### config.mk
export PLATFORM = sky130hd
export DESIGN_NAME = pixel_array_ctrl
export DESIGN_NICKNAME = d
export VERILOG_FILES = /design/src/rtl/pixel_ctrl_pkg.sv /design/src/rtl/pixel_readout_seq.sv /design/src/rtl/pixel_array_ctrl.sv
export SDC_FILE = /design/constraint.sdc
export NUM_CORES = 1
export LEC_CHECK = 0
export BUFFER_PORTS_ARGS = -buffer_cell sky130_fd_sc_hd__buf_2
export CAP_MARGIN = 20
export CELL_PAD_IN_SITES_DETAIL_PLACEMENT = 0
export CELL_PAD_IN_SITES_GLOBAL_PLACEMENT = 1
export CORE_AREA = 2 2 106 97
export CTS_BUF_LIST = sky130_fd_sc_hd__clkbuf_2 sky130_fd_sc_hd__clkbuf_4 sky130_fd_sc_hd__clkbuf_8
export DETAILED_ROUTE_END_ITERATION = 16
export DIE_AREA = 0 0 108 99
export PLACE_DENSITY_LB_ADDON = 0.1
export SYNTH_ARGS = -nofsm -noshare
export SYNTH_HDL_FRONTEND = slang
export SYNTH_SLANG_ARGS = --single-unit
### constraint.sdc
create_clock -name clk -period 8.08 [get_ports clk]
set_clock_uncertainty 0.2 [all_clocks]
set_input_delay 1.616 -clock clk [delete_from_list [all_inputs] [get_ports clk]]
set_output_delay 1.616 -clock clk [all_outputs]
set_load 0.02 [all_outputs]
### src/rtl/pixel_ctrl_pkg.sv
// Shared types and default phase lengths for the pixel-array controller.
package pixel_ctrl_pkg;

    localparam int unsigned DEF_ERASE_CYC   = 5;
    localparam int unsigned DEF_EXPOSE_CYC  = 255;
    localparam int unsigned DEF_CONVERT_CYC = 256;
    localparam int unsigned DEF_READ_CYC    = 3;

    localparam int unsigned CNT_W  = 16;
    localparam int unsigned DATA_W = 8;
    localparam int unsigned PIX_N  = 4;
    localparam int unsigned IDX_W  = 2;
    localparam int unsigned RCNT_W = 4;

    typedef enum logic [2:0] {
        ST_IDLE    = 3'd0,
        ST_ERASE   = 3'd1,
        ST_EXPOSE  = 3'd2,
        ST_CONVERT = 3'd3,
        ST_READ    = 3'd4
    } state_e;

    typedef struct packed {
        logic [IDX_W-1:0]  idx;
        logic [DATA_W-1:0] data;
    } pix_result_t;

    // Terminal count for a phase that lasts n cycles starting from zero.
    function automatic logic [CNT_W-1:0] last_cyc(input int unsigned n);
        return CNT_W'(n - 1);
    endfunction

endpackage

### src/rtl/pixel_readout_seq.sv
// Walks the four READ windows, captures the COUNTER bus at the end of each,
// and signals end of frame one cycle after the last capture.
module pixel_readout_seq
    import pixel_ctrl_pkg::*;
#(
    parameter int unsigned READ_CYC = DEF_READ_CYC
) (
    input  logic              clk,
    input  logic              reset,
    input  logic              go_i,
    input  logic [DATA_W-1:0] data_i,
    output logic [PIX_N-1:0]  read_o,
    output logic [DATA_W-1:0] pix_data_o,
    output logic [IDX_W-1:0]  pix_idx_o,
    output logic              pix_valid_o,
    output logic              frame_done_o
);

    localparam logic [RCNT_W-1:0] RD_LAST  = RCNT_W'(READ_CYC - 1);
    localparam logic [IDX_W-1:0]  PIX_LAST = IDX_W'(PIX_N - 1);

    logic              active_q;
    logic [RCNT_W-1:0] rcnt_q;
    logic [IDX_W-1:0]  sel_q;
    logic [PIX_N-1:0]  read_q;
    pix_result_t       res_q;
    logic              valid_q;
    logic              done_q;

    always_ff @(posedge clk) begin
        if (reset) begin
            active_q <= 1'b0;
            rcnt_q   <= '0;
            sel_q    <= '0;
            read_q   <= '0;
            res_q    <= '0;
            valid_q  <= 1'b0;
            done_q   <= 1'b0;
        end else begin
            valid_q <= 1'b0;
            done_q  <= valid_q && (res_q.idx == PIX_LAST);
            if (go_i) begin
                active_q <= 1'b1;
                rcnt_q   <= '0;
                sel_q    <= '0;
                read_q   <= PIX_N'(1);
            end else if (active_q) begin
                if (rcnt_q == RD_LAST) begin
                    // Capture while the selected pixel is still driving the bus.
                    res_q.data <= data_i;
                    res_q.idx  <= sel_q;
                    valid_q    <= 1'b1;
                    rcnt_q     <= '0;
                    if (sel_q == PIX_LAST) begin
                        active_q <= 1'b0;
                        read_q   <= '0;
                    end else begin
                        sel_q  <= sel_q + IDX_W'(1);
                        read_q <= read_q << 1;
                    end
                end else begin
                    rcnt_q <= rcnt_q + RCNT_W'(1);
                end
            end
        end
    end

    assign read_o       = read_q;
    assign pix_data_o   = res_q.data;
    assign pix_idx_o    = res_q.idx;
    assign pix_valid_o  = valid_q;
    assign frame_done_o = done_q;

endmodule

### src/rtl/pixel_array_ctrl.sv
// Frame sequencer for a 4-pixel array: erase, expose, ramp conversion,
// then hands off to the readout sequencer. All outputs are registered.
module pixel_array_ctrl
    import pixel_ctrl_pkg::*;
#(
    parameter int unsigned ERASE_CYC   = DEF_ERASE_CYC,
    parameter int unsigned EXPOSE_CYC  = DEF_EXPOSE_CYC,
    parameter int unsigned CONVERT_CYC = DEF_CONVERT_CYC,
    parameter int unsigned READ_CYC    = DEF_READ_CYC
) (
    input  logic              clk,
    input  logic              reset,
    input  logic              start,
    output logic              busy,
    output logic              ERASE,
    output logic              EXPOSE,
    output logic              RESET,
    output logic              ramp_en,
    output logic [PIX_N-1:0]  READ,
    output logic [DATA_W-1:0] cnt_out,
    output logic              cnt_oe,
    input  logic [DATA_W-1:0] data_in,
    output logic [DATA_W-1:0] pix_data,
    output logic [IDX_W-1:0]  pix_idx,
    output logic              pix_valid,
    output logic              frame_done
);

    localparam logic [CNT_W-1:0] ERASE_LAST  = last_cyc(ERASE_CYC);
    localparam logic [CNT_W-1:0] EXPOSE_LAST = last_cyc(EXPOSE_CYC);
    localparam logic [CNT_W-1:0] CONV_LAST   = last_cyc(CONVERT_CYC);
    localparam logic [IDX_W-1:0] PIX_LAST    = IDX_W'(PIX_N - 1);

    state_e            state_q;
    logic [CNT_W-1:0]  cyc_q;
    logic              busy_q;
    logic              erase_q;
    logic              expose_q;
    logic              ramp_q;
    logic              oe_q;
    logic [DATA_W-1:0] cnt_out_q;

    logic rd_go;
    logic rd_last;

    // Readout starts on the same edge that ends conversion; the frame ends
    // on the edge that retires the last pixel's valid cycle.
    assign rd_go   = (state_q == ST_CONVERT) && (cyc_q == CONV_LAST);
    assign rd_last = pix_valid && (pix_idx == PIX_LAST);

    always_ff @(posedge clk) begin
        if (reset) begin
            state_q   <= ST_IDLE;
            cyc_q     <= '0;
            busy_q    <= 1'b0;
            erase_q   <= 1'b0;
            expose_q  <= 1'b0;
            ramp_q    <= 1'b0;
            oe_q      <= 1'b0;
            cnt_out_q <= '0;
        end else begin
            unique case (state_q)
                ST_IDLE: begin
                    if (start) begin
                        state_q <= ST_ERASE;
                        cyc_q   <= '0;
                        busy_q  <= 1'b1;
                        erase_q <= 1'b1;
                    end
                end
                ST_ERASE: begin
                    if (cyc_q == ERASE_LAST) begin
                        state_q  <= ST_EXPOSE;
                        cyc_q    <= '0;
                        erase_q  <= 1'b0;
                        expose_q <= 1'b1;
                    end else begin
                        cyc_q <= cyc_q + CNT_W'(1);
                    end
                end
                ST_EXPOSE: begin
                    if (cyc_q == EXPOSE_LAST) begin
                        state_q   <= ST_CONVERT;
                        cyc_q     <= '0;
                        expose_q  <= 1'b0;
                        ramp_q    <= 1'b1;
                        oe_q      <= 1'b1;
                        cnt_out_q <= '0;
                    end else begin
                        cyc_q <= cyc_q + CNT_W'(1);
                    end
                end
                ST_CONVERT: begin
                    // Ramp count tracks the cycle index, so it stops at
                    // CONVERT_CYC-1 and never wraps while driven.
                    if (cyc_q == CONV_LAST) begin
                        state_q   <= ST_READ;
                        cyc_q     <= '0;
                        ramp_q    <= 1'b0;
                        oe_q      <= 1'b0;
                        cnt_out_q <= '0;
                    end else begin
                        cyc_q     <= cyc_q + CNT_W'(1);
                        cnt_out_q <= cnt_out_q + DATA_W'(1);
                    end
                end
                ST_READ: begin
                    if (rd_last) begin
                        state_q <= ST_IDLE;
                        busy_q  <= 1'b0;
                    end
                end
                default: begin
                    state_q <= ST_IDLE;
                    busy_q  <= 1'b0;
                end
            endcase
        end
    end

    assign busy    = busy_q;
    assign ERASE   = erase_q;
    assign RESET   = erase_q;
    assign EXPOSE  = expose_q;
    assign ramp_en = ramp_q;
    assign cnt_oe  = oe_q;
    assign cnt_out = cnt_out_q;

    pixel_readout_seq #(
        .READ_CYC (READ_CYC)
    ) u_readout (
        .clk          (clk),
        .reset        (reset),
        .go_i         (rd_go),
        .data_i       (data_in),
        .read_o       (READ),
        .pix_data_o   (pix_data),
        .pix_idx_o    (pix_idx),
        .pix_valid_o  (pix_valid),
        .frame_done_o (frame_done)
    );

endmodule

==> metrics.txt, run 1 <==
critical path required time=8.05 ns; worst skew pair latency=0.31 ns; Mapped Nets=288; worst r2r src=cyc_q[0]; Mapped Cells=272; cells on worst reg2reg path=7; H-tree levels=2; hold-fix buffers at CTS=0; gpl congestion=approximately 0.69; share of post-route cells with drive strength above 1=19.0%; final setup vio count=0; Comb pwr share=about 5.2%; Die Span Y=slightly below 100 microns; Initial DRT Pass Iterations=4; post-route insts no fill=approximately 440; Worst Hold Depth=2; Min Clock Period, post-route=3.04 ns; width of the chip=between 100 and 150 microns; Seq/Total Area, Yosys=44.3%; Yosys top cell area share=44.3%; Worst Path Arrival=3.01 ns; largest net degree at the start of global routing=24; CTS tree=done; vias in the first global route=1851; Starting Density=approximately a quarter; post-route ant nets=0; Final Max Tran Viols=0; status=finished clean; Async SR Flop Fraction=0%; clk root buf=clkbuf_8; Rel. slew slack=43.1%; Fmax=approximately 330 MHz; Net Sw Frac=approximately a quarter; DP Wirelength=4080 microns; top_reg_cell synth=dfxtp_1; routed len/inst=13.2 microns; final wirelength=5760 microns; max incr delay on CP=0.80 ns; VDD IR max=approximately 64 uV; initial antenna violation count=0; Crit Path Max Fanout=15; ANT cells=0; vias per inst=about 4.5; Worst R2R End=cyc_q[3]; slowest CP cell=o41ai_4; post-synth top area cell=dfxtp_1; Resized Gates After CTS=0; RSZ-0062 raised after global routing=no; Max Buffers Root-to-Sink=2; CP Class=register to register; Register-to-Register Setup Slack=slightly above 5 ns; Syn Area/Cell=between 8 and 9 sq um; Worst Hold Class=register to register; Port Buffers=40; Static Leak=between 1 and 1.5 nW; # Post-CTS Setup Buffers=0; first-pass GRT wire length=about 9500 microns; HP Start=EXPOSE; Core ar.=9570 sq um; total chip power=0.000465 W; Reg power frac=58.2%; TNS Setup=0 ns; row cnt=34; Sink Count=54; Final Cycle Share=37.6%; Clk pwr share=36.6%; Post-layout nets=325; max cap viols=0; crit path from=cyc_q[0]; Cell Chain, Critical Path=inv_1, ha_1, or4bb_2, nor4_4, o22ai_4, o41ai_4, nor2_1; post-synth cell types=42; flip-flop and latch count after synthesis=54; Clock Pin Slew Worst Setup and Hold Paths=around 0.1 ns; Post-synth EDFFs=0; # IOs=41; YS warnings=0; Mapped Area=around 2400 sq um; initial DRC count=90; Inst Count DP=428; DRC=0; Hold Path Sink=EXPOSE; kind of end point of the critical path=register; Power Dens Cells=about 160 nW/um^2; P&R area growth vs syn=16.8%; GR Overflow Total=0; startpoint types=register; fillers=1035; Final Hold Viols=0; Vias=about 2000; top area cells in the synthesized netlist=dfxtp_1 (44%), nor2_1 (6.9%), xor2_1 (5.4%); Total GRT Usage=11.3%; Die Footprint=between 10000 and 15000 sq um; slew of the pin with the lowest slew margin=0.851 ns; P_int=roughly 0.00035 W; most common cell after layout, fill and taps aside=dfxtp_1; cts bufs inserted=5; most frequent cells in the layout=dfxtp_1 (54), nor2_1 (45), buf_2 (40); Net Switching=0.000110 W
[routing by layer]
| layer | routed length [microns] | vias up | share of wire [%] | global-route usage (%) |
|---|---|---|---|---|
| met5 | 0 | - | 0 | 0 |
| met4 | 74 | 0 | 1.3 | 3.55 |
| met3 | 368 | 8 | 6.4 | 3.17 |
| met2 | 2290 | 46 | 40 | 15.8 |
| met1 | 3030 | 905 | 53 | 16.7 |
| li1 | - | 1024 | - | - |
[stage by stage]
step | setup WS (ns) | area, sq um | hold slack, ns | util [%]
2_1_floorplan | 5.25 | 2440 | 0.262 | -
3_5_place_dp | 4.77 | 2750 | 0.264 | 28.7
4_1_cts | 4.96 | 2850 | 0.280 | 29.8
6_report | 5.04 | 2850 | 0.274 | 29.8
5_1_grt | 4.78 | 2850 | 0.306 | 29.8
3_3_place_gp | 4.77 | 2750 | 0.263 | 28.7
[sequential cells by signal, indices dropped and copies added (netlist names), 2 cells and up]
register,count
cnt_out,8
cyc_q,16
state_q,3
u_readout.pix_data_o,8
u_readout.pix_idx_o,2
u_readout.rcnt_q,4
u_readout.read_o,4
u_readout.sel_q,2
[final cells by class]
class / instances / area, sq um / share of cell area [%]
clock buffer: 7 / 96.3 / 3.38
clock inverter: 1 / 8.76 / 0.307
inverter: 7 / 26.3 / 0.922
multi-input combinational: 200 / 1270 / 44.6
sequential: 54 / 1080 / 37.9
tap: 126 / 158 / 5.53
timing repair buffer: 41 / 208 / 7.29
[power by group through the flow]
stage	Sequential, W	Clock, W	Combinational [W]
floorplan	0.000276	0	0.0000170
global placement	0.000277	0	0.0000251
detailed placement	0.000277	0	0.0000247
CTS	0.000271	0.000181	0.0000247
global route	0.000271	0.000191	0.0000270
finish	0.000271	0.000170	0.0000240
[cell usage after synthesis (3+ instances only)]
library cell,number
nand4_1,9
nand2_1,24
dfxtp_1,54
nor4_4,3
nor3b_1,4
buf_4,3
ha_1,5
clkbuf_1,6
nor2_1,45
o2111ai_1,4
nor3_1,7
xor2_1,15
inv_1,7
nand3_1,13
xnor2_1,5
mux2i_1,10
and3_1,5
o21ai_0,7
a21oi_1,19
[critical path: cells and delay by family (launching register included)]
kind | cells | cell delay (ns)
and+or+nand+nor | 3 | 1.12
AOI/OAI and AO/OA | 2 | 1.00
DFF | 1 | 0.36
adders and majority gates | 1 | 0.15
buffers and inverters | 1 | 0.09
[cell families after synthesis]
| kind of cell | count (synthesis) | share of synthesized area, % |
|---|---|---|
| AO/OA/AOI/OAI | 42 | 11.8 |
| XOR/XNOR | 20 | 7.18 |
| adder cells (fa/ha/maj) | 5 | 2.56 |
| buffers and inverters | 18 | 3.59 |
| flip-flops | 54 | 44.3 |
| multiplexers | 10 | 4.10 |
| AND/OR/NAND/NOR | 123 | 26.5 |
[how the worst max path moves through the flow]
stage | endpoint
after CTS | cyc_q[12]
after floorplan | cyc_q[5]
after global routing | cyc_q[15]
after detailed placement | cyc_q[5]
final | cyc_q[3]
after global placement | cyc_q[5]
(Power assumes the default switching activity.)
==> run 2: changes to the inputs <==
==> constraint.sdc (replaced) <==
create_clock -name clk -period 2.6 [get_ports clk]
set_clock_uncertainty 0.2 [all_clocks]
set_input_delay 0.52 -clock clk [delete_from_list [all_inputs] [get_ports clk]]
set_output_delay 0.52 -clock clk [all_outputs]
set_load 0.02 [all_outputs]
==> metrics.txt, run 2 (same netlist as run 1, synthesis figures left out) <==
status=finished clean; max cap viols=0; Worst Path Arrival=2.47 ns; most frequent cells in the layout=dfxtp_1 (54), nor2_1 (45), buf_2 (40); routed len/inst=~13 microns; cells on worst reg2reg path=8; # IOs=41; max incr delay on CP=0.64 ns; DRC=0; clk root buf=clkbuf_8; TNS Setup=0 ns; post-route insts no fill=454; largest reg by FF count=cyc_q; Total GRT Usage=around an eighth; Starting Density=between 20 and 30%; final wirelength=6020 microns; Cell Chain, Critical Path=inv_1, ha_1, or4bb_2, nor4_4, o22ai_4, o41ai_4, buf_12, nor2_1; Vias=2031; Die Span Y=between 90 and 100 microns; max FFs per register=16; slew of the pin with the lowest slew margin=0.777 ns; Final Cycle Share=94.6%; critical path required time=2.61 ns; Power Dens Cells=507 nW/um^2; startpoint types=register; footprint of the multi-input gates=1270 sq um; initial antenna violation count=0; width of the chip=between 100 and 150 microns; post-place instance area=2910 sq um; Final Core Density=31.6%; register area=about 1100 sq um; H-tree levels=2; final setup vio count=0; Worst R2R End=cyc_q[2]; gpl congestion=0.707; Post-layout nets=around 340; # Post-CTS Setup Buffers=0; P&R area growth vs syn=23.8%; row cnt=34; fillers=between 1000 and 1500; first-pass GRT wire length=10300 microns; RSZ-0062 raised after global routing=no; post-route ant nets=0; Port Buffers=40; share of post-route cells with drive strength above 1=23.5%; final instance area=roughly 3000 sq um; Clock Pin Slew Worst Setup and Hold Paths=about 0.11 ns; Initial DRT Pass Iterations=4; vias in the first global route=1965; Final Max Tran Viols=0; Worst Hold Class=primary input to register; most common cell after layout, fill and taps aside=dfxtp_1; Register-to-Register Setup Slack=about 0.14 ns; Max Buffers Root-to-Sink=2; CP Class=register to register; vias per inst=4.47; Setup crit end=cyc_q[2]; Inst Count DP=446; total chip power=0.00153 W; Crit Path Max Fanout=15; Sink Count=54; ANT cells=0; Fmax=about 410 MHz; slowest CP cell=or4bb_2; hold-fix buffers at CTS=0; crit path from=cyc_q[0]; worst r2r src=cyc_q[0]; Final Hold Viols=0; Static Leak=1.18 nW; GR Overflow Total=0; largest net degree at the start of global routing=23; VDD IR max=214 uV; Die Footprint=10700 sq um; Core ar.=9570 sq um; initial DRC count=84; Min Clock Period, post-route=2.46 ns; worst skew pair latency=0.32 ns; CTS tree=done; kind of end point of the critical path=register; DP Wirelength=4340 microns; Worst Hold Depth=3; Resized Gates After CTS=0; cts bufs inserted=5; Rel. slew slack=48.0%
-- run 2: cell types whose count changed in the layout (fill, tap and decap cells not counted), sizes merged --
cell,previous run,this run
buf,41,59
clkbuf,7,5
bufinv,0,1
inv,7,8
-- run 2: metal layers --
layer / vias up / global-route usage [%] / wire length, microns
li1: 1065 / - / -
met1: 923 / 17.5 / 3100
met2: 36 / 18.1 / 2570
met3: 7 / 3.11 / 270
met4: 0 / 3.85 / 79
met5: - / 0 / 0
-- run 2: worst min-delay path by stage --
| stage | start | end | slack [ns] |
|---|---|---|---|
| 2_1_floorplan | cyc_q[14] | cyc_q[14] | 0.26 |
| 3_3_place_gp | EXPOSE | EXPOSE | 0.27 |
| 6_report | data_in[4] | u_readout.pix_data_o[4] | 0.23 |
| 4_1_cts | data_in[6] | u_readout.pix_data_o[6] | 0.21 |
| 5_1_grt | data_in[3] | u_readout.pix_data_o[3] | 0.22 |
| 3_5_place_dp | u_readout.read_o[0] | u_readout.read_o[0] | 0.27 |
-- run 2: layout make-up --
type	count	area share [%]
clock buffer	5	2.28
clock inverter	3	1.57
inverter	7	0.870
multi-input combinational	200	42.1
sequential	54	35.8
tap	126	5.22
timing repair buffer	59	12.2
-- run 2: worst max-delay path: cells and delay by family, from the launching register on --
family / cells / cell delay, ns
AO/OA/AOI/OAI: 2 / 0.47
AND/OR/NAND/NOR: 3 / 0.95
adder cells (fa/ha/maj): 1 / 0.16
buffers and inverters: 2 / 0.27
flip-flops: 1 / 0.32
-- run 2: per-stage QoR --
stage               setup slack, ns  hold WS, ns
floorplan                    0.0348        0.262
global placement              0.148        0.266
detailed placement           0.0706        0.267
CTS                          0.0442        0.215
global route                0.00896        0.219
finish                        0.141        0.230
-- run 2: where the power goes --
group | switching, W | leakage [nW] | internal, W
sequential | 0.00000668 | 0.436 | 0.000833
combinational | 0.0000554 | 0.684 | 0.0000389
clock | 0.000306 | 0.0587 | 0.000293
==> run 3: changes to the inputs <==
--- a/config.mk
+++ b/config.mk
@@ -5,7 +5,7 @@
 export SDC_FILE = /design/constraint.sdc
 export NUM_CORES = 1
 export LEC_CHECK = 0
-export BUFFER_PORTS_ARGS = -buffer_cell sky130_fd_sc_hd__buf_2
+export BUFFER_PORTS_ARGS = -buffer_cell sky130_fd_sc_hd__clkbuf_2
 export CAP_MARGIN = 20
 export CELL_PAD_IN_SITES_DETAIL_PLACEMENT = 0
 export CELL_PAD_IN_SITES_GLOBAL_PLACEMENT = 1
==> metrics.txt, run 3 (same netlist as run 1, synthesis figures left out) <==
status=finished clean; clk root buf=clkbuf_8; Post-layout nets=343; Crit Path Max Fanout=15; fillers=around 1000; Sink Count=54; Core ar.=9570 sq um; register area=between 1000 and 1500 sq um; critical path required time=2.61 ns; Worst Path Arrival=2.47 ns; # Post-CTS Setup Buffers=0; slew of the pin with the lowest slew margin=0.710 ns; Worst Path Buf+Inv=2; largest net degree at the start of global routing=23; initial antenna violation count=0; VDD IR max=221 uV; most frequent cells in the layout=dfxtp_1 (54), nor2_1 (45), clkbuf_2 (40); initial DRC count=52; width of the chip=108 microns; Worst R2R End=cyc_q[2]; cells on worst reg2reg path=8; Top Family by Delay on Critical Path=simple AND/OR/NAND/NOR gates; Place WS=0.0778 ns; Crit path depth=8; Register-to-Register Setup Slack=0.13 ns; Worst Hold Depth=3; max FFs per register=16; Power Dens Cells=around 500 nW/um^2; Total GRT Usage=12.2%; worst skew pair latency=0.31 ns; crit path from=cyc_q[1]; Vias=2058; startpoint types=register; GR Overflow Total=0; ANT cells=0; vias per inst=4.54; Fmax=405 MHz; RSZ-0062 raised after global routing=no; final wirelength=6050 microns; Min Clock Period, post-route=2.47 ns; Static Leak=1.15 nW; Die Span Y=99 microns; slowest CP cell=or4bb_2; largest reg by FF count=cyc_q; gpl congestion=~0.70; Final Hold Viols=0; Cell Chain, Critical Path=inv_1, ha_1, or4bb_2, nor4_4, o22ai_4, o41ai_4, buf_12, nor2_1; CP Class=register to register; P&R area growth vs syn=23.4%; first-pass GRT wire length=about 10000 microns; Max Buffers Root-to-Sink=2; Port Buffers=40; hold_ws=0.235 ns; Initial DRT Pass Iterations=4; HP Start=data_in[1]; # IOs=41; kind of end point of the critical path=register; final setup vio count=0; TNS Setup=0 ns; max incr delay on CP=approximately 0.64 ns; Final Max Tran Viols=0; Rel. slew slack=52.5%; most common cell after layout, fill and taps aside=dfxtp_1; Final Cycle Share=95.0%; footprint of the multi-input gates=around 1300 sq um; max cap viols=0; worst r2r src=cyc_q[1]; routed len/inst=13.4 microns; final worst-path setup slack=0.131 ns; CTS tree=done; Setup crit end=cyc_q[2]; H-tree levels=2; share of post-route cells with drive strength above 1=23.2%; cts bufs inserted=5; row cnt=34; DRC=0; Clock Pin Slew Worst Setup and Hold Paths=0.10 ns; Die Footprint=10700 sq um; Worst Hold Class=primary input to register; DP Wirelength=4400 microns; post-route ant nets=0; vias in the first global route=2037; Starting Density=25.5%
==> run 3: changes by cell type in the layout (fill, tap and decap cells not counted), sizes merged <==
cell    change
clkbuf     +40
inv         -1
buf        -40
==> run 3: layout make-up <==
type                       count  share of cell area [%]
clock buffer                   5                    2.28
clock inverter                 2                    1.29
inverter                       7                   0.872
multi-input combinational    200                    42.2
sequential                    54                    35.9
tap                          126                    5.23
timing repair buffer          59                    12.2
==> run 3: layer usage <==
metal,track usage (%),part of all wire (%),up-vias
met5,0,0,-
met4,3.85,1.3,0
met3,3.31,4.1,5
met2,18.3,43,35
met1,16.9,52,954
li1,-,-,1064
==> run 3: per-stage QoR <==
| step | cells | utilization, % | power [W] | instance area [sq um] |
|---|---|---|---|---|
| after floorplan | 272 | - | 0.000912 | 2440 |
| after global placement | 446 | 30.4 | 0.000956 | 2910 |
| after detailed placement | 446 | 30.4 | 0.000955 | 2910 |
| after CTS | 453 | 31.5 | 0.00153 | 3010 |
| after global routing | 453 | 31.5 | 0.00158 | 3010 |
| final | 453 | 31.5 | 0.00150 | 3010 |
==> run 3: what timing repair did <==
action | 4_1_cts | 5_1_grt
gates resized for setup | 0 | 0
hold buffers | 0 | 0
hold endpoints to repair | 0 | 0
setup endpoints to repair | 0 | 15
==> run 3: how the worst min path moves through the flow <==
stage,to,slack (ns)
floorplan,cyc_q[14],0.26
global placement,u_readout.read_o[0],0.27
detailed placement,u_readout.read_o[0],0.27
CTS,u_readout.pix_data_o[1],0.22
global route,u_readout.pix_data_o[0],0.24
finish,u_readout.pix_data_o[1],0.24
==> run 3: worst reg2reg max path: cells and delay by family (launching register included) <==
family | cells | cell delay (ns)
buf+inv | 2 | 0.26
compound gates | 2 | 0.48
fa+ha+maj | 1 | 0.15
flops | 1 | 0.33
simple gates | 3 | 0.95
==> run 3: power breakdown <==
group	total (W)	leakage [nW]	switching, W	internal, W
clock network	0.000570	0.0542	0.000286	0.000284
registers	0.000839	0.436	0.00000669	0.000833
logic	0.0000946	0.659	0.0000557	0.0000389
